--- src/rtl/vga_cap_pkg.sv ---
// Shared definitions for the receive-side character capture path: FSM encoding,
// default 640x480 timing and the 16x16 box window lookup.
package vga_cap_pkg;

  typedef enum logic [1:0] {
    IDLE    = 2'd0,
    WAIT_VS = 2'd1,
    CAPTURE = 2'd2,
    DONE    = 2'd3
  } cap_state_e;

  localparam int H_TOTAL     = 800;
  localparam int V_TOTAL     = 525;
  localparam int H_VIS_START = 144;
  localparam int V_VIS_START = 35;
  localparam int BOX_DIM     = 16;

  typedef struct packed {
    logic       hit;
    logic [3:0] row;
    logic [3:0] col;
  } box_hit_t;

  // Unsigned wrap of the offsets means positions left of or above the origin miss.
  function automatic box_hit_t box_lookup(input logic [9:0] h, input logic [9:0] v,
                                          input logic [9:0] x, input logic [9:0] y);
    logic [9:0] dc;
    logic [9:0] dr;
    box_hit_t   r;
    dc    = h - x;
    dr    = v - y;
    r.hit = (dc < 10'(BOX_DIM)) && (dr < 10'(BOX_DIM));
    r.col = dc[3:0];
    r.row = dr[3:0];
    return r;
  endfunction

endpackage

--- src/rtl/sync_recover.sv ---
// Recovers pixel/line counters from HS/VS edges and tracks whether the stream
// timing matches the expected line and frame totals.
module sync_recover #(
  parameter int   H_TOTAL  = 800,
  parameter int   V_TOTAL  = 525,
  parameter logic SYNC_POL = 1'b0
) (
  input  logic       pix_clk,
  input  logic       rst,
  input  logic       hs,
  input  logic       vs,
  output logic       hs_edge,
  output logic       vs_edge,
  output logic [9:0] h_cnt,
  output logic [9:0] v_cnt,
  output logic       locked
);

  localparam logic [10:0] H_T = 11'(H_TOTAL);
  localparam logic [10:0] V_T = 11'(V_TOTAL);

  logic       hs_q;
  logic       vs_q;
  logic       seen_hs;
  logic       line_bad;
  logic       line_bad_now;
  logic       frame_ok;
  logic [1:0] good_cnt;

  assign hs_edge = (hs == SYNC_POL) && (hs_q != SYNC_POL);
  assign vs_edge = (vs == SYNC_POL) && (vs_q != SYNC_POL);

  // The line ending on the first hs_edge after reset is partial, so it is not judged.
  assign line_bad_now = line_bad |
                        (hs_edge && seen_hs && (({1'b0, h_cnt} + 11'd1) != H_T));
  assign frame_ok     = !line_bad_now && (({1'b0, v_cnt} + 11'd1) == V_T);

  always_ff @(posedge pix_clk) begin
    if (!rst) begin
      hs_q     <= ~SYNC_POL;
      vs_q     <= ~SYNC_POL;
      h_cnt    <= '0;
      v_cnt    <= '0;
      seen_hs  <= 1'b0;
      line_bad <= 1'b0;
      good_cnt <= '0;
      locked   <= 1'b0;
    end else begin
      hs_q <= hs;
      vs_q <= vs;

      if (hs_edge)            h_cnt <= '0;
      else if (h_cnt != '1)   h_cnt <= h_cnt + 10'd1;

      if (vs_edge)                     v_cnt <= '0;
      else if (hs_edge && v_cnt != '1) v_cnt <= v_cnt + 10'd1;

      if (hs_edge) seen_hs <= 1'b1;

      if (vs_edge) begin
        line_bad <= 1'b0;
        if (frame_ok) begin
          if (good_cnt != 2'd2) good_cnt <= good_cnt + 2'd1;
          if (good_cnt != 2'd0) locked   <= 1'b1;
        end else begin
          good_cnt <= '0;
          locked   <= 1'b0;
        end
      end else begin
        line_bad <= line_bad_now;
      end
    end
  end

endmodule

--- src/rtl/vga_char_capture.sv ---
// Captures one 16x16 character box from a full received frame into a bit
// buffer that can be read back row by row for comparison against the font ROM.
module vga_char_capture
  import vga_cap_pkg::*;
#(
  parameter int         H_TOTAL  = vga_cap_pkg::H_TOTAL,
  parameter int         V_TOTAL  = vga_cap_pkg::V_TOTAL,
  parameter logic       SYNC_POL = 1'b0,
  parameter logic [7:0] THRESH   = 8'd128
) (
  input  logic        pix_clk,
  input  logic        rst,
  input  logic        HS_in,
  input  logic        VS_in,
  input  logic        VA_in,
  input  logic [7:0]  red_in,
  input  logic [7:0]  green_in,
  input  logic [7:0]  blue_in,
  input  logic [9:0]  x_pos,
  input  logic [9:0]  y_pos,
  input  logic        arm,
  input  logic [3:0]  rd_row,
  output logic [15:0] rd_data,
  output logic [9:0]  h_cnt,
  output logic [9:0]  v_cnt,
  output logic        locked,
  output logic        busy,
  output logic        done,
  output logic        cap_err
);

  cap_state_e                             state;
  logic [BOX_DIM-1:0][BOX_DIM-1:0]        buffer;
  logic                                   hs_edge;
  logic                                   vs_edge;
  logic                                   pix_bit;
  box_hit_t                               box;
  logic                                   unused_chan;

  sync_recover #(
    .H_TOTAL  (H_TOTAL),
    .V_TOTAL  (V_TOTAL),
    .SYNC_POL (SYNC_POL)
  ) u_sync (
    .pix_clk (pix_clk),
    .rst     (rst),
    .hs      (HS_in),
    .vs      (VS_in),
    .hs_edge (hs_edge),
    .vs_edge (vs_edge),
    .h_cnt   (h_cnt),
    .v_cnt   (v_cnt),
    .locked  (locked)
  );

  // Only red drives the 1/0 decision; the other channels are sampled for completeness.
  assign unused_chan = ^{green_in, blue_in, hs_edge};

  assign box     = box_lookup(h_cnt, v_cnt, x_pos, y_pos);
  assign pix_bit = VA_in && (red_in >= THRESH);
  assign busy    = (state == WAIT_VS) || (state == CAPTURE);

  always_ff @(posedge pix_clk) begin
    if (!rst) begin
      state   <= IDLE;
      buffer  <= '0;
      rd_data <= '0;
      done    <= 1'b0;
      cap_err <= 1'b0;
    end else begin
      done    <= 1'b0;
      rd_data <= buffer[rd_row];
      case (state)
        IDLE: begin
          if (arm) state <= WAIT_VS;
        end
        WAIT_VS: begin
          if (vs_edge) begin
            buffer  <= '0;
            cap_err <= 1'b0;
            state   <= CAPTURE;
          end
        end
        CAPTURE: begin
          // Bit 15 holds the leftmost pixel so rows line up with font ROM words.
          if (box.hit) begin
            buffer[box.row][4'd15 - box.col] <= pix_bit;
            if (!VA_in) cap_err <= 1'b1;
          end
          if (vs_edge) begin
            state <= DONE;
            done  <= 1'b1;
          end
        end
        DONE: begin
          state <= IDLE;
        end
        default: state <= IDLE;
      endcase
    end
  end

endmodule
--- config.mk ---
export PLATFORM = sky130hd
export DESIGN_NAME = vga_char_capture
export DESIGN_NICKNAME = d
export VERILOG_FILES = /design/src/rtl/vga_cap_pkg.sv /design/src/rtl/sync_recover.sv /design/src/rtl/vga_char_capture.sv
export SDC_FILE = /design/constraint.sdc
export NUM_CORES = 1
export LEC_CHECK = 0
export CAP_MARGIN = 0
export CORE_MARGIN = 4
export CORE_UTILIZATION = 47
export DETAILED_ROUTE_END_ITERATION = 16
export PLACE_DENSITY = 0.65
export SLEW_MARGIN = 20
export SYNTH_ARGS = -nofsm -noshare
export SYNTH_HDL_FRONTEND = slang
export SYNTH_HIERARCHICAL = 1
export SYNTH_SLANG_ARGS = --single-unit
--- constraint.sdc ---
create_clock -name pix_clk -period 5.2 [get_ports pix_clk]
set_input_delay 0.52 -clock pix_clk [delete_from_list [all_inputs] [get_ports pix_clk]]
set_output_delay 0.52 -clock pix_clk [all_outputs]
set_load 0.01 [all_outputs]
### Word level (Yosys, flattened, before mapping)

Cells that the tools add are included.

* register bits: 303
* latch bits: 0
* memory bits (writable): 0
* memory bits (read-only): 0
* input port bits: 54
* output and inout bits: 40
* word-level logic and storage cells: 109
* memories: 0

* add/sub/neg operators: 8
* multipliers: 0
* divide/modulo/power cells: 0
* $lt $le $gt $ge: 8
* eq/ne operators: 15
* shift-type cells: 0
* muxes and demuxes: 23
* bitwise gates (word level): 4
* reductions and logical operators: 23

Operators by type and width (number)
* $mux W256: 2
* $pmux W256 S2: 1
* $bwmux W256: 1
* $bmux W16 S4: 1
* $demux W16 S4: 1
* $mux W16: 2
* $add A10 B1 Y11 const B: 2
* $add A10 B1 Y10 const B: 2
* $lt A10 B5 Y1 const B: 2
* $ne A10 B10 Y1 const B: 2
* $sub A10 B10 Y10: 2
* $lt A4 B5 Y1 const B: 3
* $ne A2 B2 Y1 const B: 6
* $eq A11 B10 Y1 const B: 1
* $ne A11 B10 Y1 const B: 1
* $logic_and A1 B1 Y1: 10
* $mux W2: 5
* $ge A4 B1 Y1 const B: 2
* $ge A8 B8 Y1 const B: 1
* $pmux W2 S4: 1
* $mux W1: 7
* $reduce_and A2 Y1: 3
* $reduce_and A3 Y1: 2
* $demux W1 S4: 1
* other kinds (14): 20

### Depth between registers and ports, before layout

* depth after elaboration: 11
* depth in mapped cells: 14
* depth with buffers taken out: 11

### Hierarchy

Netlist, hierarchy kept.

Modules (own cells, without submodules)
* vga_char_capture: times used 1, cells each 1893, area an instance 16153.0 um2, sequential area each 5525.3 um2
* sync_recover: times used 1, cells each 176, area an instance 1453.9 um2, sequential area each 540.5 um2

### Worst setup path after synthesis

No wires, ideal clock.

* path kind: register to register
* start point: reg u_sync.v_cnt[0]
* end point: reg buffer[0] (netlist name)
* library setup time: 0.128 ns
* arrival: 3.062 ns
* required time: 5.072 ns
* slack: 2.010 ns
* stages on the path, launching flop included: 15
* buffers on the path: 3
* period minus slack after synthesis: 3.190 ns
* cells stage by stage: dfxtp_1 -> inv_1 -> ha_1 -> fa_1 -> nand2b_1 -> a21oi_1 -> mux2i_1 -> nand4_1 -> or4_1 -> nor4_4 -> or2_1 -> buf_2 -> buf_4 -> buf_4 -> a22oi_1

* longest elaborated chain between the ends: 8
* elaborated cells on any way between the ends: 13
* those cells by class: add/sub: 1; order compare: 3; eq/ne: 1; mux: 5; reduce/logical: 3

RTL lines
* from (decl): line sync_recover.sv:15 `output logic [9:0] v_cnt,`
* from (signal assigned): line sync_recover.sv:56 `else if (hs_edge && v_cnt != '1) v_cnt <= v_cnt + 10'd1;`
* $sub A10 B10 Y10 *: line vga_cap_pkg.sv:31 `dr = v - y;`
* $lt A4 B5 Y1 (not written as such) / $ge A4 B1 Y1 (equally long branches): line vga_char_capture.sv:87 `buffer[box.row][4'd15 - box.col] <= pix_bit;`
* $logic_and A1 B1 Y1 (not written as such): line vga_char_capture.sv:87
* $mux W16 (not written as such): line vga_char_capture.sv:87
* $demux W16 S4: line vga_char_capture.sv:87
* $bwmux W256: line vga_char_capture.sv:87
* $mux W256: line vga_char_capture.sv:86 `if (box.hit) begin`
* $pmux W256 S2: line vga_char_capture.sv:73 `case (state)`
* to (signal, indexed assignment): line vga_char_capture.sv:87
* to (decl): line vga_char_capture.sv:33 `logic [BOX_DIM-1:0][BOX_DIM-1:0] buffer;`

Mark *: on every way between the ends. The rest lies on a longest branch, timed or not. The select of a mux whose other input is x is not followed.
A chain may end at the register's enable or synchronous reset.

### Final worst setup path

* start point: reg u_sync.v_cnt[0]
* end point: reg buffer[96] (netlist name)

The elaborated chain is that of the path after synthesis.

==> summary.md <==
| Metric | Value |
|---|---|
| Share of power burned in registers | `38.1%` |
| Worst EP arrival | `4.44 ns` |
| CTS clock-pin slew for the worst setup and hold paths | `0.06 ns` |
| Post-synth EDFFs | `0` |
| Residual DRC | `0` |
| Slew at the pin closest to its max-slew limit | `1.17 ns` |
| Largest net degree at the start of global routing | `149` |
| Initial detailed-routing violation count | `1702` |
| Crit path required time | `5.65 ns` |
| CTS Root Cell | `clkbuf_16` |
| Fin crit share | `76.8%` |
| GRT Overall Usage | `27.3%` |
| Max stage delay on crit path | `0.51 ns` |
| Fin nets | `2084` |
| Mapped Cells | `2069` |
| Slowest cell on crit path | `dfxtp_1` |
| Clock power frac | `42.2%` |
| Total setup buffers inserted after CTS | `0` |
| Delay-heaviest family, CP | `simple AND/OR/NAND/NOR gates` |
| Buffers on Ports | `70` |
| # setup viols final | `0` |
| Slew Limit Headroom | `21.5%` |
| Switching power of the nets | `1.97 mW` |
| Worst path cell trace | `inv_1, ha_1, fa_1, nand2b_1, a21oi_1, mux2i_1, nand4_1, or4_1, nor4_4, buf_12, buf_12, o211ai_1, a22oi_1` |
| Leakage power | `6.33 nW` |
| CTS tree | `yes` |
| Die X | `202 µm` |
| Std cell rows | `70` |
| Starting Density | `47.9%` |
| Worst VDD drop | `0.000270 V` |
| Synth top area share | `34.5%` |
| Sw Ratio | `32.1%` |
| Final Core Density | `53.1%` |
| Post-CTS Resized | `0` |
| RePlAce Congestion | `0.796` |
| Skew final | `0.0220 ns` |
| CP Launch Type | `register` |
| Fmax | `251 MHz` |
| CTS max path bufs | `3` |
| CP Capture Type | `register` |
| DRT antenna net count | `0` |
| Top_reg_cell synth | `dfxtp_1` |
| Status | `complete, no violations` |
| Initial antenna violation count | `4` |
| Synthesized flop and latch total | `303` |
| Synthesized area | `0.0176 mm²` |
| Post-synth cell types | `56` |
| Most used cell, CP | `buf_12` |
| P_int | `4.18 mW` |
| Area leader, netlist | `dfxtp_1` |
| Combinational power share | `19.7%` |
| Power per cell area | `315 mW/mm²` |
| Wire per inst | `23.1 µm` |
| Clock Sinks | `303` |
| Core ar. | `0.0368 mm²` |
| RSZ-0062 raised after global routing | `false` |
| Net Count, Synth | `2151` |
| Area Overhead vs Synth | `11.0%` |
| Die ar. | `0.0406 mm²` |
| Num CTS Buffers | `36` |
| Final setup TNS | `0 ns` |
| Syn Area/Cell | `8.51 µm²` |
| Bufs and invs on worst path | `3` |
| Drt pass-1 iters | `7` |
| Fin. Hold Viols | `0` |
| Maxcap violations | `0` |
| Final min period | `3.99 ns` |
| Synthesis Warnings | `6` |
| Drt via density | `6.47` |
| # hold bufs at CTS | `0` |
| Hpwl dp | `30400 µm` |
| Number of global-route vias before repair | `15800` |
| Die Y | `202 µm` |
| Synth area leaders | `dfxtp_1 (34%), o211ai_1 (11%), a22oi_1 (11%)` |
| Crit-path max FO | `103` |
| Max-slew violation count | `0` |
| Final wirelength | `57800 µm` |
| Post-synthesis sequential area ratio | `34.5%` |
| Worst hold path class | `reg -> reg` |
| WS Path Type | `reg -> reg` |
| H-tree depth | `2` |
| GRT Residual Overflow | `0` |
| Ys async rst share | `0%` |
| Share of post-route cells with drive strength above 1 | `9.71%` |
| I/O Pins | `94` |
| Worst-skew pair later-pin latency | `0.53 ns` |
| Fillcell total | `3370` |
| Vias | `16100` |
| First-pass GRT wire length | `90600 µm` |
-- synth_stat cells, types with 2 or more instances --
library cell	number
dfxtp_1	303
inv_1	297
o21ai_0	270
o211ai_1	259
a22oi_1	256
clkbuf_1	151
nor2_1	110
mux4_2	80
buf_4	49
nand2_1	42
ha_1	26
nand3_1	24
and2_1	21
a21oi_1	19
xor2_1	16
nand4_1	14
xnor2_1	14
nand2b_1	13
buf_1	10
buf_2	10
a211oi_1	7
and3_1	7
nor2b_1	7
mux2i_1	5
nor3_1	5
a21boi_0	4
nor4_1	4
o21a_1	4
a31oi_1	3
a21o_1	2
a221oi_1	2
a311oi_1	2
a31oi_2	2
and4_1	2
buf_6	2
fa_1	2
nand3b_1	2
nor3b_1	2
o22ai_1	2
o2bb2ai_1	2
or4_1	2
-- worst paths after layout --
path | startpoint | to | slack, ns | depth (start not counted)
setup / recovery | u_sync/v_cnt[0]$_SDFFE_PP0P_ | buffer[96]$_SDFFE_PN0P_ | 1.21 | 13
hold / removal | buffer[54]$_SDFFE_PN0P_ | buffer[54]$_SDFFE_PN0P_ | 0.45 | 2
setup reg to reg | u_sync/v_cnt[0]$_SDFFE_PP0P_ | buffer[96]$_SDFFE_PN0P_ | 1.21 | 13
hold reg to reg | buffer[54]$_SDFFE_PN0P_ | buffer[54]$_SDFFE_PN0P_ | 0.45 | 2
-- power by group through the flow --
stage | sequential [mW] | combinational, mW | clock, mW
2_1_floorplan | 2.40 | 0.794 | 0
3_3_place_gp | 2.40 | 1.16 | 0
3_5_place_dp | 2.40 | 1.18 | 0
4_1_cts | 2.35 | 1.18 | 2.62
5_1_grt | 2.35 | 1.30 | 2.72
6_report | 2.35 | 1.21 | 2.60
-- tightest hold or removal path, cell delays in order, from the launching register on --
cell     delay [ns]
dfxtp_1        0.31
inv_1          0.05
a22oi_1        0.05
-- cells by family after synthesis --
group,Yosys count,synth area share (%)
AO/OA/AOI/OAI,845,32.2
buffers and inverters,519,12.3
flip-flops,303,34.5
AND/OR/NAND/NOR,259,6.99
multiplexers,85,10.5
XOR/XNOR,30,1.49
adder cells (fa/ha/maj),28,2.08
-- through the flow --
step                total power [mW]  std cells  area [µm²]  setup WS, ns  hold WS [ns]
CTS                             6.15       2496       19500          1.21         0.456
detailed placement              3.58       2432       18300         0.872         0.444
finish                          6.16       2497       19600          1.21         0.455
floorplan                       3.19       2069       17600          2.01         0.432
global placement                3.56       2432       18300         0.922         0.441
global route                    6.37       2496       19500         0.928         0.467
-- state kept, by name (all words and copies together), names as in the netlist, 2 cells and up --
| register | count |
|---|---|
| u_sync/good_cnt | 2 |
| u_sync/h_cnt | 10 |
| u_sync/v_cnt | 10 |
| buffer | 256 |
| rd_data | 16 |
| state | 2 |
-- routing by layer --
layer / vias up / global-route usage, % / wire [µm]
met5: - / 0 / 0
met1: 7758 / 38.1 / 23500
met2: 833 / 42.0 / 26600
met4: 0 / 9.40 / 1840
li1: 7414 / - / -
met3: 139 / 6.14 / 5770
-- area by class of cell --
type,instances,area (µm²),area share (%)
multi-input combinational,1247,9420,48.2
sequential,303,6070,31.0
timing repair buffer,117,1160,5.94
inverter,297,1110,5.70
clock buffer,55,1060,5.43
tap,468,586,3.00
clock inverter,9,138,0.704
antenna,1,2.50,0.0128
-- cells in the final DEF, fill, tap and decap left out, drive strengths merged, types with 3 or more instances in the layout --
cell,instances
xor2,16
and2,21
bufinv,3
dfxtp,303
nor4,5
mux4,80
clkdlybuf4s50,68
o21a,4
buf,49
and3,7
nor2,110
a21oi,19
clkbuf,55
nand4,14
nand2b,13
nor2b,7
ha,26
o21ai,270
a221oi,3
clkinv,4
a211oi,7
nand2,42
inv,298
mux2i,5
nor3,5
a21boi,4
xnor2,14
nand3,24
o211ai,259
a31oi,5
a22oi,256
No activity file was read; power rests on OpenSTA's default activity.
